**config.mk**
```make
export PLATFORM = sky130hd
export DESIGN_NAME = learn_sequencer
export DESIGN_NICKNAME = d
export VERILOG_FILES = /design/src/rtl/learn_pkg.sv /design/src/rtl/note_timer.sv /design/src/rtl/learn_sequencer.sv
export SDC_FILE = /design/constraint.sdc
export NUM_CORES = 1
export LEC_CHECK = 0
export BUFFER_PORTS_ARGS = -buffer_cell sky130_fd_sc_hd__buf_2
export CAP_MARGIN = 25
export CELL_PAD_IN_SITES_DETAIL_PLACEMENT = 0
export CELL_PAD_IN_SITES_GLOBAL_PLACEMENT = 2
export CORE_MARGIN = 3
export CORE_UTILIZATION = 35
export DETAILED_ROUTE_END_ITERATION = 8
export PLACE_DENSITY_LB_ADDON = 0.1
export SLEW_MARGIN = 20
export SYNTH_ARGS = -nofsm -noshare
export SYNTH_HDL_FRONTEND = slang
export SYNTH_HIERARCHICAL = 1
export SYNTH_SLANG_ARGS = --single-unit
```
**constraint.sdc**
```tcl
create_clock -name clk -period 3.1 [get_ports clk]
set_clock_uncertainty 0.1 [all_clocks]
set_input_delay 0.155 -clock clk [delete_from_list [all_inputs] [get_ports clk]]
set_output_delay 0.155 -clock clk [all_outputs]
set_load 0.03 [all_outputs]
```
**src/rtl/learn_pkg.sv**
```systemverilog
// Shared Learn-mode definitions: sequencer states, note word layout and the
// bit-reversed note packing used by the song ROM builder and play logic.
package learn_pkg;

  localparam int NOTE_W = 10;
  localparam logic [NOTE_W-1:0] EOS_WORD = '0;

  typedef enum logic [2:0] {
    IDLE,
    FETCH,
    WAIT_D,
    PRESENT,
    RELEASE,
    DONE
  } state_t;

  // Note word is {buts[0], buts[1], ..., buts[7], octave[1:0]}
  function automatic logic [NOTE_W-1:0] pack_note(input logic [7:0] buts,
                                                  input logic [1:0] octave);
    logic [7:0] rev;
    for (int i = 0; i < 8; i++) rev[i] = buts[7-i];
    return {rev, octave};
  endfunction

  function automatic logic [7:0] unpack_buts(input logic [NOTE_W-1:0] note);
    logic [7:0] b;
    for (int i = 0; i < 8; i++) b[i] = note[NOTE_W-1-i];
    return b;
  endfunction

endpackage

```
**src/rtl/note_timer.sv**
```systemverilog
// Per-note timeout counter: cleared when a note is loaded, counts while
// enabled and holds at the terminal count, flagging expire there.
module note_timer #(
  parameter int TMR_W       = 27,
  parameter int TIMEOUT_CYC = 100_000_000
) (
  input  logic clk,
  input  logic rst_n,
  input  logic clear,
  input  logic enable,
  output logic expire
);

  logic [TMR_W-1:0] count_reg;

  assign expire = (count_reg == TMR_W'(TIMEOUT_CYC - 1));

  always_ff @(posedge clk or negedge rst_n) begin
    if (!rst_n) begin
      count_reg <= '0;
    end else if (clear) begin
      count_reg <= '0;
    end else if (enable && !expire) begin
      count_reg <= count_reg + 1'b1;
    end
  end

endmodule

```
**src/rtl/learn_sequencer.sv**
```systemverilog
// Learn-mode sequencer: fetches song notes, shows hints, scores matching key
// presses. Define LEARN_TIMEOUT_EN to enable the per-note miss timer.
module learn_sequencer
  import learn_pkg::*;
#(
  parameter int ADDR_W      = 8,
  parameter int TIMEOUT_CYC = 100_000_000,
  parameter int TMR_W       = 27
) (
  input  logic              clk,
  input  logic              rst_n,
  input  logic              start,
  input  logic [7:0]        buts,
  input  logic [1:0]        octave,
  output logic              mem_rd,
  output logic [ADDR_W-1:0] mem_addr,
  input  logic [NOTE_W-1:0] mem_data,
  output logic [7:0]        hint_buts,
  output logic [1:0]        hint_octave,
  output logic              busy,
  output logic              done,
  output logic              hit,
  output logic              miss,
  output logic [7:0]        score
);

  localparam logic [ADDR_W-1:0] ADDR_LAST = {ADDR_W{1'b1}};

  state_t            state_reg, state_next;
  logic [ADDR_W-1:0] addr_reg, addr_next;
  logic [NOTE_W-1:0] note_reg, note_next;
  logic [7:0]        score_reg;
  logic [7:0]        hint_buts_reg;
  logic [1:0]        hint_octave_reg;
  logic              hit_reg, hit_next;
  logic              miss_reg, miss_next;
  logic              start_accept;
  logic              match;
  logic              expire;

  assign match = (buts != 8'h00) && (pack_note(buts, octave) == note_reg);

`ifdef LEARN_TIMEOUT_EN
  note_timer #(
    .TMR_W      (TMR_W),
    .TIMEOUT_CYC(TIMEOUT_CYC)
  ) u_note_timer (
    .clk   (clk),
    .rst_n (rst_n),
    .clear (state_reg == WAIT_D),
    .enable(state_reg == PRESENT),
    .expire(expire)
  );
`else
  logic unused_timer_cfg;
  assign unused_timer_cfg = ^{TMR_W, TIMEOUT_CYC};
  assign expire = 1'b0;
`endif

  always_comb begin
    state_next   = state_reg;
    addr_next    = addr_reg;
    hit_next     = 1'b0;
    miss_next    = 1'b0;
    start_accept = 1'b0;
    note_next    = (state_reg == WAIT_D) ? mem_data : note_reg;
    case (state_reg)
      IDLE, DONE: begin
        if (start) begin
          start_accept = 1'b1;
          addr_next    = '0;
          state_next   = FETCH;
        end
      end
      FETCH:   state_next = WAIT_D;
      WAIT_D:  state_next = (mem_data == EOS_WORD) ? DONE : PRESENT;
      PRESENT: begin
        // A match in the expiry cycle still counts as a hit
        if (match) begin
          hit_next   = 1'b1;
          state_next = RELEASE;
        end else if (expire) begin
          miss_next  = 1'b1;
          state_next = RELEASE;
        end
      end
      RELEASE: begin
        if (buts == 8'h00) begin
          if (addr_reg == ADDR_LAST) begin
            state_next = DONE;
          end else begin
            addr_next  = addr_reg + 1'b1;
            state_next = FETCH;
          end
        end
      end
      default: state_next = IDLE;
    endcase
  end

  always_ff @(posedge clk or negedge rst_n) begin
    if (!rst_n) begin
      state_reg       <= IDLE;
      addr_reg        <= '0;
      note_reg        <= '0;
      score_reg       <= '0;
      hint_buts_reg   <= '0;
      hint_octave_reg <= '0;
      hit_reg         <= 1'b0;
      miss_reg        <= 1'b0;
    end else begin
      state_reg <= state_next;
      addr_reg  <= addr_next;
      note_reg  <= note_next;
      hit_reg   <= hit_next;
      miss_reg  <= miss_next;
      if (start_accept) begin
        score_reg <= '0;
      end else if (hit_next && score_reg != 8'hFF) begin
        score_reg <= score_reg + 1'b1;
      end
      if (state_next == PRESENT) begin
        hint_buts_reg   <= unpack_buts(note_next);
        hint_octave_reg <= note_next[1:0];
      end else begin
        hint_buts_reg   <= '0;
        hint_octave_reg <= '0;
      end
    end
  end

  assign mem_rd      = (state_reg == FETCH);
  assign mem_addr    = addr_reg;
  assign hint_buts   = hint_buts_reg;
  assign hint_octave = hint_octave_reg;
  assign busy        = (state_reg != IDLE) && (state_reg != DONE);
  assign done        = (state_reg == DONE);
  assign hit         = hit_reg;
  assign miss        = miss_reg;
  assign score       = score_reg;

endmodule

```
==> impl_metrics.toml <==
[timing]
hold_viol_final = 0
setup_viol = 0
tightest_slew_ns = 0.916
finalCritPeriodShare_pct = 75.8
fin_setup_tns_ns = 0
setup_ws_ns = 0.750
finalCriticalPeriod_ns = 2.35
rsz0062_at_grt = "false"
slew_violations = 0
slew_headroom_pct = 38.9
max_freq_mhz = 425

[placement]
io_buffers = 52
dp_worst_setup_slack_ns = 0.729
place_congestion = 0.772
hpwl_mm = 3.60

[route]
vias_per_cell = 5.15
drt_iter0_drc = 78
final_antenna_net_count = 0
drt_first_pass_iters = 4
wl_mm = 4.85
wl_per_cell_um = 15.6
route.detailed.drc = 0
num_vias = 1598

[finish]
fillers = 517
drive_above_1_share_pct = 33.8
layout_common_cells = "buf_2, dfrtp_1, mux2_2, nor2_1, a21oi_1"
diodes = 0
area_growth_pct = 21.7
finalNetCount = 264
largest_reg_flops = 10
final_common_cell = "buf_2"

[clock_tree]
clkLatencyLatePin_ns = 0.29
clock-root-buffer = "clkbuf_8"
numCtsBuffers = 5
post_cts_buffers = 0
clk_pin_slew_ns = 0.08
hold_buffers = 1
htreeDepth = 2
cts_resized = 0
cts_sinks = 40
cts_tree = "built"
cts_buffer_depth = 2

[global_route]
grt_pass1_vias = 1660
grt_overflow = 0
antenna_found_initial = 0
grt_pass1_wl_mm = 7.97
grt_start_max_net_pins = 41
grt_util_all_layers_pct = 15.8

[synth]
yosysWarnings = 6
ys_ff_latch = 40
yosysSeqAreaShare_pct = 50.0
synth.net_count = 208
synth_edf_count = 0
async_reset_ff_share_pct = 100
synth_flop_cell = "dfrtp_1"
synthesis.area_mm2 = 0.00200
avgSynthCellArea_um2 = 10.9
synth_cell_types = 46
syn_inst = 183

[power_and_ir_drop]
ir_worst_vdd_mv = 0.423
p_leak_nw = 1.17
total_power_mw = 2.04
power-per-cell-area_mw_per_mm2 = 837

[critical_path]
critPathArrivalTime_ns = 2.46
path_max_fanout = 13
worstSetupStartpointType = "flop"
crit_required_ns = 3.21
slowest_stage = "or4_1"
cp_slowest_stage_delay_ns = 0.62
end_kind = "flop"
cp_cell_sequence = "xor2_1, nor4_1, nand3_1, or4_1, a21oi_1"
crit_type = "flop to flop"

[die]
core_area_mm2 = 0.00530
rows = 26
die_h_um = 81.6
io_pins = 54
start_util_pct = 37.7
die_area_mm2 = 0.00666
die_x_um = 81.6

[worst_hold_path]
hp-class = "primary input to flop"

[status]
status = "complete, no violations"

[job]
drv_cap = 0
report_power, final:
part / internal (mW) / switching (mW) / leakage [nW]
Sequential: 0.673 / 0.102 / 0.527
Clock: 0.239 / 0.182 / 0.0552
Combinational: 0.325 / 0.518 / 0.583
Total: 1.24 / 0.801 / 1.17
cells in the mapped netlist, types with 2 or more instances:
cell / number / share of area (%)
nor4_1: 6 / 1.9
o21ai_0: 6 / 1.5
xor2_1: 10 / 4.4
nor2b_1: 2 / 0.63
nand2_1: 3 / 0.56
ha_1: 2 / 1.3
o31ai_1: 4 / 1.5
xnor2_1: 5 / 2.2
a31oi_1: 2 / 0.63
nor2_1: 12 / 2.3
nor3_1: 4 / 1.0
dfrtp_1: 40 / 50
or4_1: 4 / 1.5
or3_1: 3 / 0.94
nor3b_1: 10 / 3.8
nand3_1: 10 / 2.5
buf_6: 3 / 1.7
mux2_2: 12 / 6.8
inv_1: 4 / 0.75
clkbuf_1: 2 / 0.38
and3_1: 4 / 1.3
a21oi_1: 11 / 2.8
path summary, 6_finish.rpt:
path,start,endpoint,slack [ns],depth (start not counted)
max in group asynchronous,rst_n,note_reg[8],1.88,2
setup / recovery,note_reg[0],score[5],0.75,5
min in group asynchronous,rst_n,mem_addr[4],0.43,2
hold / removal,mem_data[7],note_reg[7],0.03,2
hold reg to reg,note_reg[7],note_reg[7],0.44,1
setup reg to reg,note_reg[0],score[5],0.75,5
layer usage:
metal | vias up | part of all wire [%] | GRT usage, %
met4 | 0 | 0.47 | 4.49
met1 | 768 | 45 | 20.8
li1 | 778 | - | -
met5 | - | 0 | 0
met2 | 50 | 49 | 25.9
met3 | 2 | 6.1 | 3.73
kinds of logic after synthesis:
| group | synth area share, % |
|---|---|
| and+or+nand+nor | 21.2 |
| DFF | 50.0 |
| AOI/OAI and AO/OA | 10.1 |
| xor gates and xnor gates | 6.57 |
| muxes | 7.25 |
| buffers and inverters | 3.44 |
| adders and majority gates | 1.25 |
| other | 0.187 |
through the flow:
stage / util, % / std cells / cell area (µm²) / hold WS (ns)
detailed placement: 43.7 / 301 / 2320 / 0.246
finish: 45.9 / 310 / 2430 / 0.0314
global placement: 43.7 / 301 / 2320 / 0.234
floorplan: - / 183 / 2000 / -0.241
global route: 45.9 / 310 / 2430 / 0.0296
CTS: 45.9 / 310 / 2430 / 0.0232
area by class of cell:
| class | count | area (µm²) | area share [%] |
|---|---|---|---|
| sequential | 40 | 1000 | 41.1 |
| inverter | 4 | 15.0 | 0.617 |
| multi-input combinational | 132 | 931 | 38.2 |
| timing repair buffer | 56 | 293 | 12.0 |
| tap | 70 | 87.6 | 3.60 |
| clock inverter | 2 | 35.0 | 1.44 |
| clock buffer | 6 | 72.6 | 2.98 |
worst max-delay path: cells and delay by family (launching register included):
family / cells / cell delay, ns
AND/OR/NAND/NOR: 3 / 1.45
flip-flops: 1 / 0.40
XOR/XNOR: 1 / 0.17
AO/OA/AOI/OAI: 1 / 0.16
(Power assumes the default switching activity.)
